--- src/rtl/pipeline_stage_chain_pkg.sv ---
// Shared constants and helpers for the stall/flush-aware pipeline register chain.
package pipeline_pkg;

  localparam int DEF_STAGES     = 4;
  localparam int DEF_DATA_WIDTH = 32;
  localparam int DEF_CNT_WIDTH  = 16;

  // A bubble is an all-zero word, which doubles as the MIPS nop encoding.
  localparam logic BUBBLE_BIT = 1'b0;

  // Saturating increment for counters up to 63 bits wide; the caller slices the result.
  function automatic logic [63:0] sat_inc(input logic [63:0] val, input int unsigned width);
    logic [63:0] max_val;
    max_val = (64'd1 << width) - 64'd1;
    return (val >= max_val) ? max_val : val + 64'd1;
  endfunction

endpackage

--- src/rtl/pipeline_stage_chain_if.sv ---
// Producer/consumer handshake bundle for the pipeline chain.
interface pipeline_stage_chain_if
  import pipeline_pkg::*;
#(
  parameter int DATA_WIDTH = DEF_DATA_WIDTH
);
  logic                  in_valid;
  logic [DATA_WIDTH-1:0] in_data;
  logic                  in_ready;
  logic                  out_valid;
  logic [DATA_WIDTH-1:0] out_data;
  logic                  out_ready;

  modport master (
    output in_valid, in_data, out_ready,
    input  in_ready, out_valid, out_data
  );

  modport slave (
    input  in_valid, in_data, out_ready,
    output in_ready, out_valid, out_data
  );
endinterface

--- src/rtl/pipeline_stage_chain_stage.sv ---
// One pipeline register (valid + payload) with flush > hold > load priority.
module pipe_stage
  import pipeline_pkg::*;
#(
  parameter int DATA_WIDTH = DEF_DATA_WIDTH
) (
  input  logic                  clk,
  input  logic                  reset,
  input  logic                  hold,
  input  logic                  flush,
  input  logic                  up_valid,
  input  logic [DATA_WIDTH-1:0] up_data,
  input  logic                  up_hold,
  output logic                  valid,
  output logic                  valid_nxt,
  output logic [DATA_WIDTH-1:0] data
);

  logic                  valid_d, valid_q;
  logic [DATA_WIDTH-1:0] data_d, data_q;

  always_comb begin
    valid_d = valid_q;
    data_d  = data_q;
    if (flush) begin
      valid_d = BUBBLE_BIT;
      data_d  = {DATA_WIDTH{BUBBLE_BIT}};
    end else if (!hold) begin
      // A held predecessor keeps its item, so this slot takes a bubble instead.
      if (up_hold) begin
        valid_d = BUBBLE_BIT;
        data_d  = {DATA_WIDTH{BUBBLE_BIT}};
      end else begin
        valid_d = up_valid;
        data_d  = up_data;
      end
    end
  end

  always_ff @(posedge clk or negedge reset) begin
    if (!reset) begin
      valid_q <= 1'b0;
      data_q  <= '0;
    end else begin
      valid_q <= valid_d;
      data_q  <= data_d;
    end
  end

  assign valid     = valid_q;
  assign valid_nxt = valid_d;
  assign data      = data_q;

endmodule

--- src/rtl/pipeline_stage_chain.sv ---
// Parametrised chain of stall/flush-controlled pipeline stages with debug statistics.
module pipeline_stage_chain
  import pipeline_pkg::*;
#(
  parameter int STAGES     = DEF_STAGES,
  parameter int DATA_WIDTH = DEF_DATA_WIDTH,
  parameter int CNT_WIDTH  = DEF_CNT_WIDTH,
  localparam int OCC_W     = $clog2(STAGES + 1)
) (
  input  logic                         clk,
  input  logic                         reset,
  pipeline_stage_chain_if.slave        pipe,
  input  logic [STAGES-1:0]            stall_mask,
  input  logic [STAGES-1:0]            flush_mask,
  output logic [STAGES-1:0]            stage_valid,
  output logic [STAGES*DATA_WIDTH-1:0] stage_data,
  output logic [OCC_W-1:0]             occupancy,
  output logic [CNT_WIDTH-1:0]         retired_count,
  output logic [CNT_WIDTH-1:0]         stall_count
);

  logic [STAGES-1:0]                 valid, valid_nxt, hold;
  logic [STAGES-1:0][DATA_WIDTH-1:0] data;
  logic                              hold_run;
  logic                              xfer;

  logic [OCC_W-1:0]       occ_d, occ_q;
  logic [CNT_WIDTH-1:0]   retired_d, retired_q;
  logic [CNT_WIDTH-1:0]   stall_cnt_d, stall_cnt_q;
  logic [63-CNT_WIDTH:0]  ret_unused_hi, stl_unused_hi;

  // Backpressure ripples from the consumer toward the producer; empty stages absorb it.
  always_comb begin
    hold     = '0;
    hold_run = stall_mask[STAGES-1] | (valid[STAGES-1] & ~pipe.out_ready);
    hold[STAGES-1] = hold_run;
    for (int i = STAGES - 2; i >= 0; i--) begin
      hold_run = stall_mask[i] | (valid[i] & hold_run);
      hold[i]  = hold_run;
    end
  end

  assign pipe.in_ready  = ~reset | ~hold[0];
  assign pipe.out_valid = valid[STAGES-1];
  assign pipe.out_data  = data[STAGES-1];

  for (genvar g = 0; g < STAGES; g++) begin : g_stage
    if (g == 0) begin : g_first
      pipe_stage #(.DATA_WIDTH(DATA_WIDTH)) u_stage (
        .clk       (clk),
        .reset     (reset),
        .hold      (hold[g]),
        .flush     (flush_mask[g]),
        .up_valid  (pipe.in_valid),
        .up_data   (pipe.in_data),
        .up_hold   (1'b0),
        .valid     (valid[g]),
        .valid_nxt (valid_nxt[g]),
        .data      (data[g])
      );
    end else begin : g_rest
      pipe_stage #(.DATA_WIDTH(DATA_WIDTH)) u_stage (
        .clk       (clk),
        .reset     (reset),
        .hold      (hold[g]),
        .flush     (flush_mask[g]),
        .up_valid  (valid[g-1]),
        .up_data   (data[g-1]),
        .up_hold   (hold[g-1]),
        .valid     (valid[g]),
        .valid_nxt (valid_nxt[g]),
        .data      (data[g])
      );
    end
  end

  // A flushed last stage never counts as delivered, even with the consumer ready.
  always_comb begin
    occ_d = '0;
    for (int i = 0; i < STAGES; i++) begin
      occ_d = occ_d + OCC_W'(valid_nxt[i]);
    end
    xfer = valid[STAGES-1] & pipe.out_ready & ~stall_mask[STAGES-1] & ~flush_mask[STAGES-1];

    {ret_unused_hi, retired_d} = xfer ? sat_inc(64'(retired_q), CNT_WIDTH) : 64'(retired_q);
    {stl_unused_hi, stall_cnt_d} = (pipe.in_valid & hold[0]) ?
                                   sat_inc(64'(stall_cnt_q), CNT_WIDTH) : 64'(stall_cnt_q);
  end

  always_ff @(posedge clk or negedge reset) begin
    if (!reset) begin
      occ_q       <= '0;
      retired_q   <= '0;
      stall_cnt_q <= '0;
    end else begin
      occ_q       <= occ_d;
      retired_q   <= retired_d;
      stall_cnt_q <= stall_cnt_d;
    end
  end

  assign stage_valid   = valid;
  assign stage_data    = data;
  assign occupancy     = occ_q;
  assign retired_count = retired_q;
  assign stall_count   = stall_cnt_q;

endmodule

--- src/flat_wrapper.sv ---
// flat-port wrapper written by rule: the top's interface ports become plain ports
module pipeline_stage_chain_flat import pipeline_pkg::*;
#(
  parameter int STAGES     = DEF_STAGES,
  parameter int DATA_WIDTH = DEF_DATA_WIDTH,
  parameter int CNT_WIDTH  = DEF_CNT_WIDTH,
  localparam int OCC_W     = $clog2(STAGES + 1)
)
  (clk, reset, stall_mask, flush_mask, stage_valid, stage_data, occupancy, retired_count, stall_count, pipe_in_valid, pipe_in_data, pipe_out_ready, pipe_in_ready, pipe_out_valid, pipe_out_data);
  pipeline_stage_chain_if #(.DATA_WIDTH(DATA_WIDTH)) pipe_i ();
  input  logic clk;
  input  logic reset;
  input  logic [STAGES-1:0] stall_mask;
  input  logic [STAGES-1:0] flush_mask;
  output logic [STAGES-1:0] stage_valid;
  output logic [STAGES*DATA_WIDTH-1:0] stage_data;
  output logic [OCC_W-1:0] occupancy;
  output logic [CNT_WIDTH-1:0] retired_count;
  output logic [CNT_WIDTH-1:0] stall_count;
  input wire logic [$bits(pipe_i.in_valid)-1:0] pipe_in_valid;
  input wire logic [$bits(pipe_i.in_data)-1:0] pipe_in_data;
  input wire logic [$bits(pipe_i.out_ready)-1:0] pipe_out_ready;
  output wire logic [$bits(pipe_i.in_ready)-1:0] pipe_in_ready;
  output wire logic [$bits(pipe_i.out_valid)-1:0] pipe_out_valid;
  output wire logic [$bits(pipe_i.out_data)-1:0] pipe_out_data;
  assign pipe_i.in_valid = pipe_in_valid;
  assign pipe_i.in_data = pipe_in_data;
  assign pipe_i.out_ready = pipe_out_ready;
  assign pipe_in_ready = pipe_i.in_ready;
  assign pipe_out_valid = pipe_i.out_valid;
  assign pipe_out_data = pipe_i.out_data;
  pipeline_stage_chain #(.STAGES(STAGES), .DATA_WIDTH(DATA_WIDTH), .CNT_WIDTH(CNT_WIDTH)) u_core (.clk(clk), .reset(reset), .pipe(pipe_i), .stall_mask(stall_mask), .flush_mask(flush_mask), .stage_valid(stage_valid), .stage_data(stage_data), .occupancy(occupancy), .retired_count(retired_count), .stall_count(stall_count));
endmodule
--- config.mk ---
export PLATFORM = sky130hd
export DESIGN_NAME = pipeline_stage_chain_flat
export DESIGN_NICKNAME = d
export VERILOG_FILES = /design/src/rtl/pipeline_stage_chain_pkg.sv /design/src/rtl/pipeline_stage_chain_if.sv /design/src/rtl/pipeline_stage_chain_stage.sv /design/src/rtl/pipeline_stage_chain.sv /design/src/flat_wrapper.sv
export SDC_FILE = /design/constraint.sdc
export NUM_CORES = 1
export LEC_CHECK = 0
export ABC_CLOCK_PERIOD_IN_PS = 2300
export CAP_MARGIN = 20
export CORE_ASPECT_RATIO = 1.25
export CORE_MARGIN = 4
export CORE_UTILIZATION = 35
export DETAILED_ROUTE_END_ITERATION = 16
export GPL_ROUTABILITY_DRIVEN = 0
export PLACE_DENSITY = 0.71
export RECOVER_POWER = 25
export SLEW_MARGIN = 20
export SYNTH_ARGS = -nofsm -noshare
export SYNTH_HDL_FRONTEND = slang
export SYNTH_SLANG_ARGS = --single-unit
--- constraint.sdc ---
create_clock -name clk -period 2.3 [get_ports clk]
set_input_delay 0.46 -clock clk [delete_from_list [all_inputs] [get_ports clk]]
set_output_delay 0.46 -clock clk [all_outputs]
set_load 0.005 [all_outputs]
==> results.cfg, run 1 <==
[yosys]
synth_edf_count = 0
synthTopCellsByArea = dfrtp_1 58%, a22o_1 12%, nand2b_1 6.0%
synth_seq_cells = 167
yosys.cell_types.count = 44
syn-mean-instance-area_sq_um = 12.1
synth_seq_area_share_pct = 58.1
syn_nets = 643
synth.top_cells.by_count = 167 x dfrtp_1, 96 x a22o_1, 69 x nand2b_1
synth_area_leader_cell = dfrtp_1
synthFlopType = dfrtp_1
syn_area_sq_um = 7200
synth_top_area_share_pct = 58.1
synth_cells = 594
synth_warnings = 0
async_reset_ff_share_pct = 100
post-synth-top-count-cell = dfrtp_1

[detailed_routing]
via_per_inst = 4.95
drc_errors = 0
ant_nets = 0
dr.pass1.iters = 4
drt_iter0_markers = 293
wire_per_inst_um = 18.2
vias = 5460
routed_wl_um = 20000

[pwr]
power_leakage_nw = 4.68
power_mw = 6.95
p_switching_mw = 1.74
sw_frac_of_total_pct = 25.0
intPower_mw = 5.21
peakVddDrop_v = 0.000494
p_seq_share_pct = 45.6
power_frac_clock_pct = 43.5
pwr_density_cell_nw_per_um2 = 662
power_frac_comb_pct = 10.9

[clock_network]
cts_num_sinks = 167
clock_latency_ns = 0.43
cts_max_path_buffers = 2
numCtsBuffers = 17
htreeDepth = 4
holdBufCountCts = 0
clk_pin_slew_ns = 0.07
cts_root_buf = clkbuf_16
cts_tree = built

[setup_path]
arrival_ns = 2.49
cp-end-kind = flop
cp_data_required_time_ns = 2.61
startpoint_type = flop
cp_max_fo = 3
crit_type = flop to flop

[placement]
pre_cts_ws_ns = -0.548
hpwl_um = 13900
io_buffers = 244

[layout]
drive_gt1_share_pct = 11.4
fin_util_pct = 52.0
area_growth_pct = 45.9
final_net_count = 869
diodes = 0

[die]
ios = 245
fp.coreArea_sq_um = 20200
die_y_um = 168
row_count = 58
start_util_pct = 35.7
die_area_sq_um = 22900
die_w_um = 136

[grt]
overflow = 0
grtUsageTotal_pct = 17.7
grt_pass1_wl_um = 31900
grt_pass1_vias = 5585
antenna_found_initial = 2
grt_max_degree = 168

[timing]
hold_violations = 0
tns_ns = 0
worst_pin_slew_ns = 1.60
slew_viol_final = 168
slew_headroom_pct = -6.85
setup_viol = 0
period_share_pct = 94.7
fmax_ghz = 0.459
fin_crit_ns = 2.18
finalWorstSetupSlack_ns = 0.121
finalClockSkew_ns = 0.0116

[hold_path]
hold_class = primary input to flop

[flow_run]
max_cap_viol_count = 0

[status]
status = complete, but fails checks
failed_checks = slew limit
flip-flops by register name (all words and copies together), names as in the netlist:
signal and count:
u_core.g_stage.g_rest.u_stage.valid 3, u_core.stall_count 16, u_core.g_stage.g_first.u_stage.data 32, u_core.g_stage.g_rest.u_stage.data 96, u_core.occupancy 3, u_core.g_stage.g_first.u_stage.valid 1, u_core.retired_count 16
critical path: stages (launching register included):
cell and delay (ns):
dfrtp_1 0.41, nand2b_4 0.10, nand2b_1 0.08, a21o_1 0.21, o21ai_0 0.16, a21oi_1 0.11, ha_1 0.32, fa_1 0.39
ha_1 0.28
routing by layer:
metal / wire length [um] / up-vias / share of wire (%) / global-route usage [%]
li1: - / 2566 / - / -
met1: 8250 / 2692 / 41 / 21.9
met2: 10200 / 163 / 51 / 29.7
met3: 1050 / 35 / 5.3 / 4.39
met4: 552 / 4 / 2.8 / 7.10
met5: 27 / - / 0.13 / 0
power by group through the flow:
| stage | sequential (mW) | clock, mW | combinational [mW] |
|---|---|---|---|
| floorplan | 3.21 | 0 | 0.278 |
| global placement | 3.22 | 0 | 0.754 |
| detailed placement | 3.22 | 0 | 0.768 |
| CTS | 3.17 | 3.09 | 0.774 |
| global route | 3.19 | 3.23 | 0.834 |
| finish | 3.16 | 3.02 | 0.758 |
placed cells by master (no fill, tap or decap), types with 3 or more instances in the layout:
cell type	count
a21oi_1	17
inv_8	3
a41oi_1	5
bufinv_16	3
nor2_1	11
clkdlybuf4s50_1	238
nand2b_1	67
o21ai_0	5
clkbuf_16	17
and3_1	7
nand4_1	5
mux2_2	7
mux2i_1	33
a31oi_1	8
a22o_1	96
dfrtp_1	167
buf_4	32
nand3_1	11
and4_1	8
ha_1	4
nand2_1	25
inv_6	4
nor3_1	3
xor2_1	5
inv_1	7
through the flow:
| step | hold WS, ns | area (sq um) | instances |
|---|---|---|---|
| after floorplan | 0.164 | 7200 | 594 |
| after global routing | 0.298 | 10500 | 1103 |
| after CTS | 0.256 | 10500 | 1100 |
| final | 0.297 | 10500 | 1103 |
| after detailed placement | 0.505 | 9840 | 1066 |
| after global placement | 0.502 | 9840 | 1066 |
timing repair:
action,CTS,global route
gates resized for setup,10,4
pin swaps,4,4
endpoints found under the setup margin,34,2
buffers inserted,2,3
endpoints found under the hold margin,0,0
area by class of cell:
class / count / area, sq um
clock inverters: 14 / 188
inverters: 7 / 26.3
flip-flops and latches: 167 / 4180
fillers: 1831 / 9680
multi-input cells: 349 / 2640
clock buffers: 18 / 429
repair buffers: 278 / 2700
well taps: 270 / 338
cell families (layout without fill, tap and decap cells):
group           after synthesis  count (layout)  synth area share (%)
mux                          40              40                  5.69
fa+ha+maj                     5               5                 0.974
compound gates              138             138                  15.2
buf+inv                      78             317                  6.17
xor+xnor                      7               7                 0.852
flops                       167             167                  58.1
simple gates                159             159                  13.0
final timing paths:
path | startpoint | end | slack, ns | cells past startpoint
max reg2reg | u_core.g_stage[3].g_rest.u_stage.valid | u_core.occupancy[1] | 0.12 | 8
min in group asynchronous | reset | u_core.stall_count[12] | 0.54 | 2
min | flush_mask[0] | u_core.g_stage[0].g_first.u_stage.valid | 0.30 | 2
max in group asynchronous | reset | u_core.g_stage[1].g_rest.u_stage.data[27] | 0.58 | 2
min reg2reg | u_core.g_stage[0].g_first.u_stage.data[11] | u_core.g_stage[1].g_rest.u_stage.data[11] | 0.52 | 1
max | u_core.g_stage[3].g_rest.u_stage.valid | u_core.occupancy[1] | 0.12 | 8
No activity file was read; power rests on OpenSTA's default activity.
==> inputs of run 2 (changes only) <==
--- a/config.mk
+++ b/config.mk
@@ -5,7 +5,7 @@
 export SDC_FILE = /design/constraint.sdc
 export NUM_CORES = 1
 export LEC_CHECK = 0
-export ABC_CLOCK_PERIOD_IN_PS = 2300
+export ABC_CLOCK_PERIOD_IN_PS = 2170
 export CAP_MARGIN = 20
 export CORE_ASPECT_RATIO = 1.25
 export CORE_MARGIN = 4
@@ -14,7 +14,8 @@
 export GPL_ROUTABILITY_DRIVEN = 0
 export PLACE_DENSITY = 0.71
 export RECOVER_POWER = 25
-export SLEW_MARGIN = 20
+export SKIP_CTS_REPAIR_TIMING = 1
+export SLEW_MARGIN = 0
 export SYNTH_ARGS = -nofsm -noshare
 export SYNTH_HDL_FRONTEND = slang
 export SYNTH_SLANG_ARGS = --single-unit
==> constraint.sdc (replaced) <==
create_clock -name clk -period 2.17 [get_ports clk]
set_input_delay 0.434 -clock clk [delete_from_list [all_inputs] [get_ports clk]]
set_output_delay 0.434 -clock clk [all_outputs]
set_load 0.005 [all_outputs]
==> run 2 against run 1 <==
  * The run ends with capacitance limit, slew limit left
  * Routed wire length increased by 1.5%
  * Worst setup slack got worse by 0.067 ns
  * First-iteration DRC count decreased by 0.68%
  * Worst hold slack improved by 0.059 ns
  * Die area unchanged
  * Via count increased by 1.3%
==> results.cfg, run 2 (synthesis results as in run 1) <==
[die]
start_util_pct = 35.7
row_count = 58
die_area_sq_um = 22900
die_w_um = 136
ios = 245
fp.coreArea_sq_um = 20200
die_y_um = 168

[setup_path]
cp_max_fo = 4
r2r-start = u_core.g_stage[3].g_rest.u_stage.valid
crit_type = flop to primary output
startpoint = u_core.g_stage[2].g_rest.u_stage.valid
r2r_slack_ns = 0.08
r2r_cells = 8
startpoint_type = flop
cp-end-kind = primary output
arrival_ns = 1.68
r2r-end = u_core.occupancy[1]
cp_data_required_time_ns = 1.74

[timing]
slew_headroom_pct = -6.63
fin_crit_ns = 2.12
slew_viol_final = 168
finalClockSkew_ns = 0.0113
finalWorstSetupSlack_ns = 0.0542
tns_ns = 0
setup_viol = 0
worst_pin_slew_ns = 1.60
period_share_pct = 97.5
hold_violations = 0
fmax_ghz = 0.473

[grt]
grt_max_degree = 168
overflow = 0
grt_pass1_wl_um = 31700
grt_pass1_vias = 5572
grtUsageTotal_pct = 17.7
antenna_found_initial = 2

[detailed_routing]
vias = 5533
routed_wl_um = 20300
wl_met1_um = 8380
drt_iter0_markers = 291
ant_nets = 0
dr.pass1.iters = 4
maxUsedRoutingLayer = met5
via_per_inst = 5.01
wire_per_inst_um = 18.4
route.met2.wl_um = 10500
met3_length_um = 940
drc_errors = 0

[layout]
fin_util_pct = 52.4
stdcell_area_sq_um = 10600
final_common_cell = clkdlybuf4s50_1
area_growth_pct = 47.0
diodes = 0
n_fill_cell = 1825
final_net_count = 872
drive_gt1_share_pct = 12.1
largest_reg_flops = 96
mostFrequentLayoutCells = 238 x clkdlybuf4s50_1, 167 x dfrtp_1, 96 x a22o_1, 67 x nand2b_1, 35 x buf_4

[clock_network]
clk_pin_slew_ns = 0.06
cts_num_sinks = 167
htreeDepth = 4
clock_latency_ns = 0.43
cts_root_buf = clkbuf_16
cts_tree = built
cts_max_path_buffers = 2
numCtsBuffers = 17

[placement]
io_buffers = 244
placed_area_sq_um = 9880
hpwl_um = 14200
pre_cts_ws_ns = -0.620

[status]
status = complete, but fails checks
failed_checks = capacitance limit, slew limit

[hold_path]
hold_class = primary input to flop
min_to = u_core.g_stage[0].g_first.u_stage.data[28]
whs_path_depth = 3
worstHoldStart = flush_mask[0]

[pwr]
power_leakage_nw = 4.74
power_mw = 7.48
peakVddDrop_v = 0.000504
pwr_density_cell_nw_per_um2 = 707

[flow_run]
max_cap_viol_count = 1
## run 2: cell count changes in the layout (fill, tap and decap cells not counted), sizes merged
cell	before	now
buf	35	38
bufinv	3	4
clkdlybuf4s15	1	0
clkinvlp	2	0
dlygate4sd2	2	0
dlymetal6s2s	0	3
## run 2: worst max path at each step
| stage | end | slack [ns] |
|---|---|---|
| 2_1_floorplan | u_core.occupancy[1] | 0.04 |
| 3_3_place_gp | pipe_in_ready | -0.58 |
| 3_5_place_dp | u_core.occupancy[1] | -0.62 |
| 4_1_cts | pipe_in_ready | -0.60 |
| 5_1_grt | u_core.occupancy[1] | -0.04 |
| 6_report | pipe_in_ready | 0.05 |
## run 2: worst max-delay path, stage by stage (launching register included)
cell and delay [ns]:
dfrtp_1 0.40, o21ai_2 0.17, a21oi_4 0.06, or2_4 0.27
a21oi_4 0.13, nand2b_4 0.14, clkbuf_2 0.10
## run 2: power by group
part           total [mW]  switching (mW)  internal, mW
Combinational       0.809           0.366         0.442
Sequential           3.36           0.130          3.23
Clock                3.31            1.31          1.99
Total                7.48            1.81          5.67
## run 2: layout make-up
| class | instances | area (sq um) | share of cell area (%) |
|---|---|---|---|
| flip-flops and latches | 167 | 4180 | 39.5 |
| repair buffers | 281 | 2730 | 25.8 |
| multi-input cells | 349 | 2660 | 25.1 |
| clock buffers | 18 | 439 | 4.15 |
| well taps | 270 | 338 | 3.19 |
| clock inverters | 13 | 206 | 1.95 |
| inverters | 7 | 26.3 | 0.248 |
## run 2: metrics by stage
step           cells  hold slack, ns
2_1_floorplan    594           0.138
3_3_place_gp    1071           0.499
5_1_grt         1105           0.366
3_5_place_dp    1071           0.504
4_1_cts         1102           0.236
6_report        1105           0.357
## run 2: metal layers
layer	vias to the layer above	global-route usage [%]
met2	149	30.3
met1	2759	21.6
met5	-	0
li1	2583	-
met3	38	4.42
met4	4	6.40
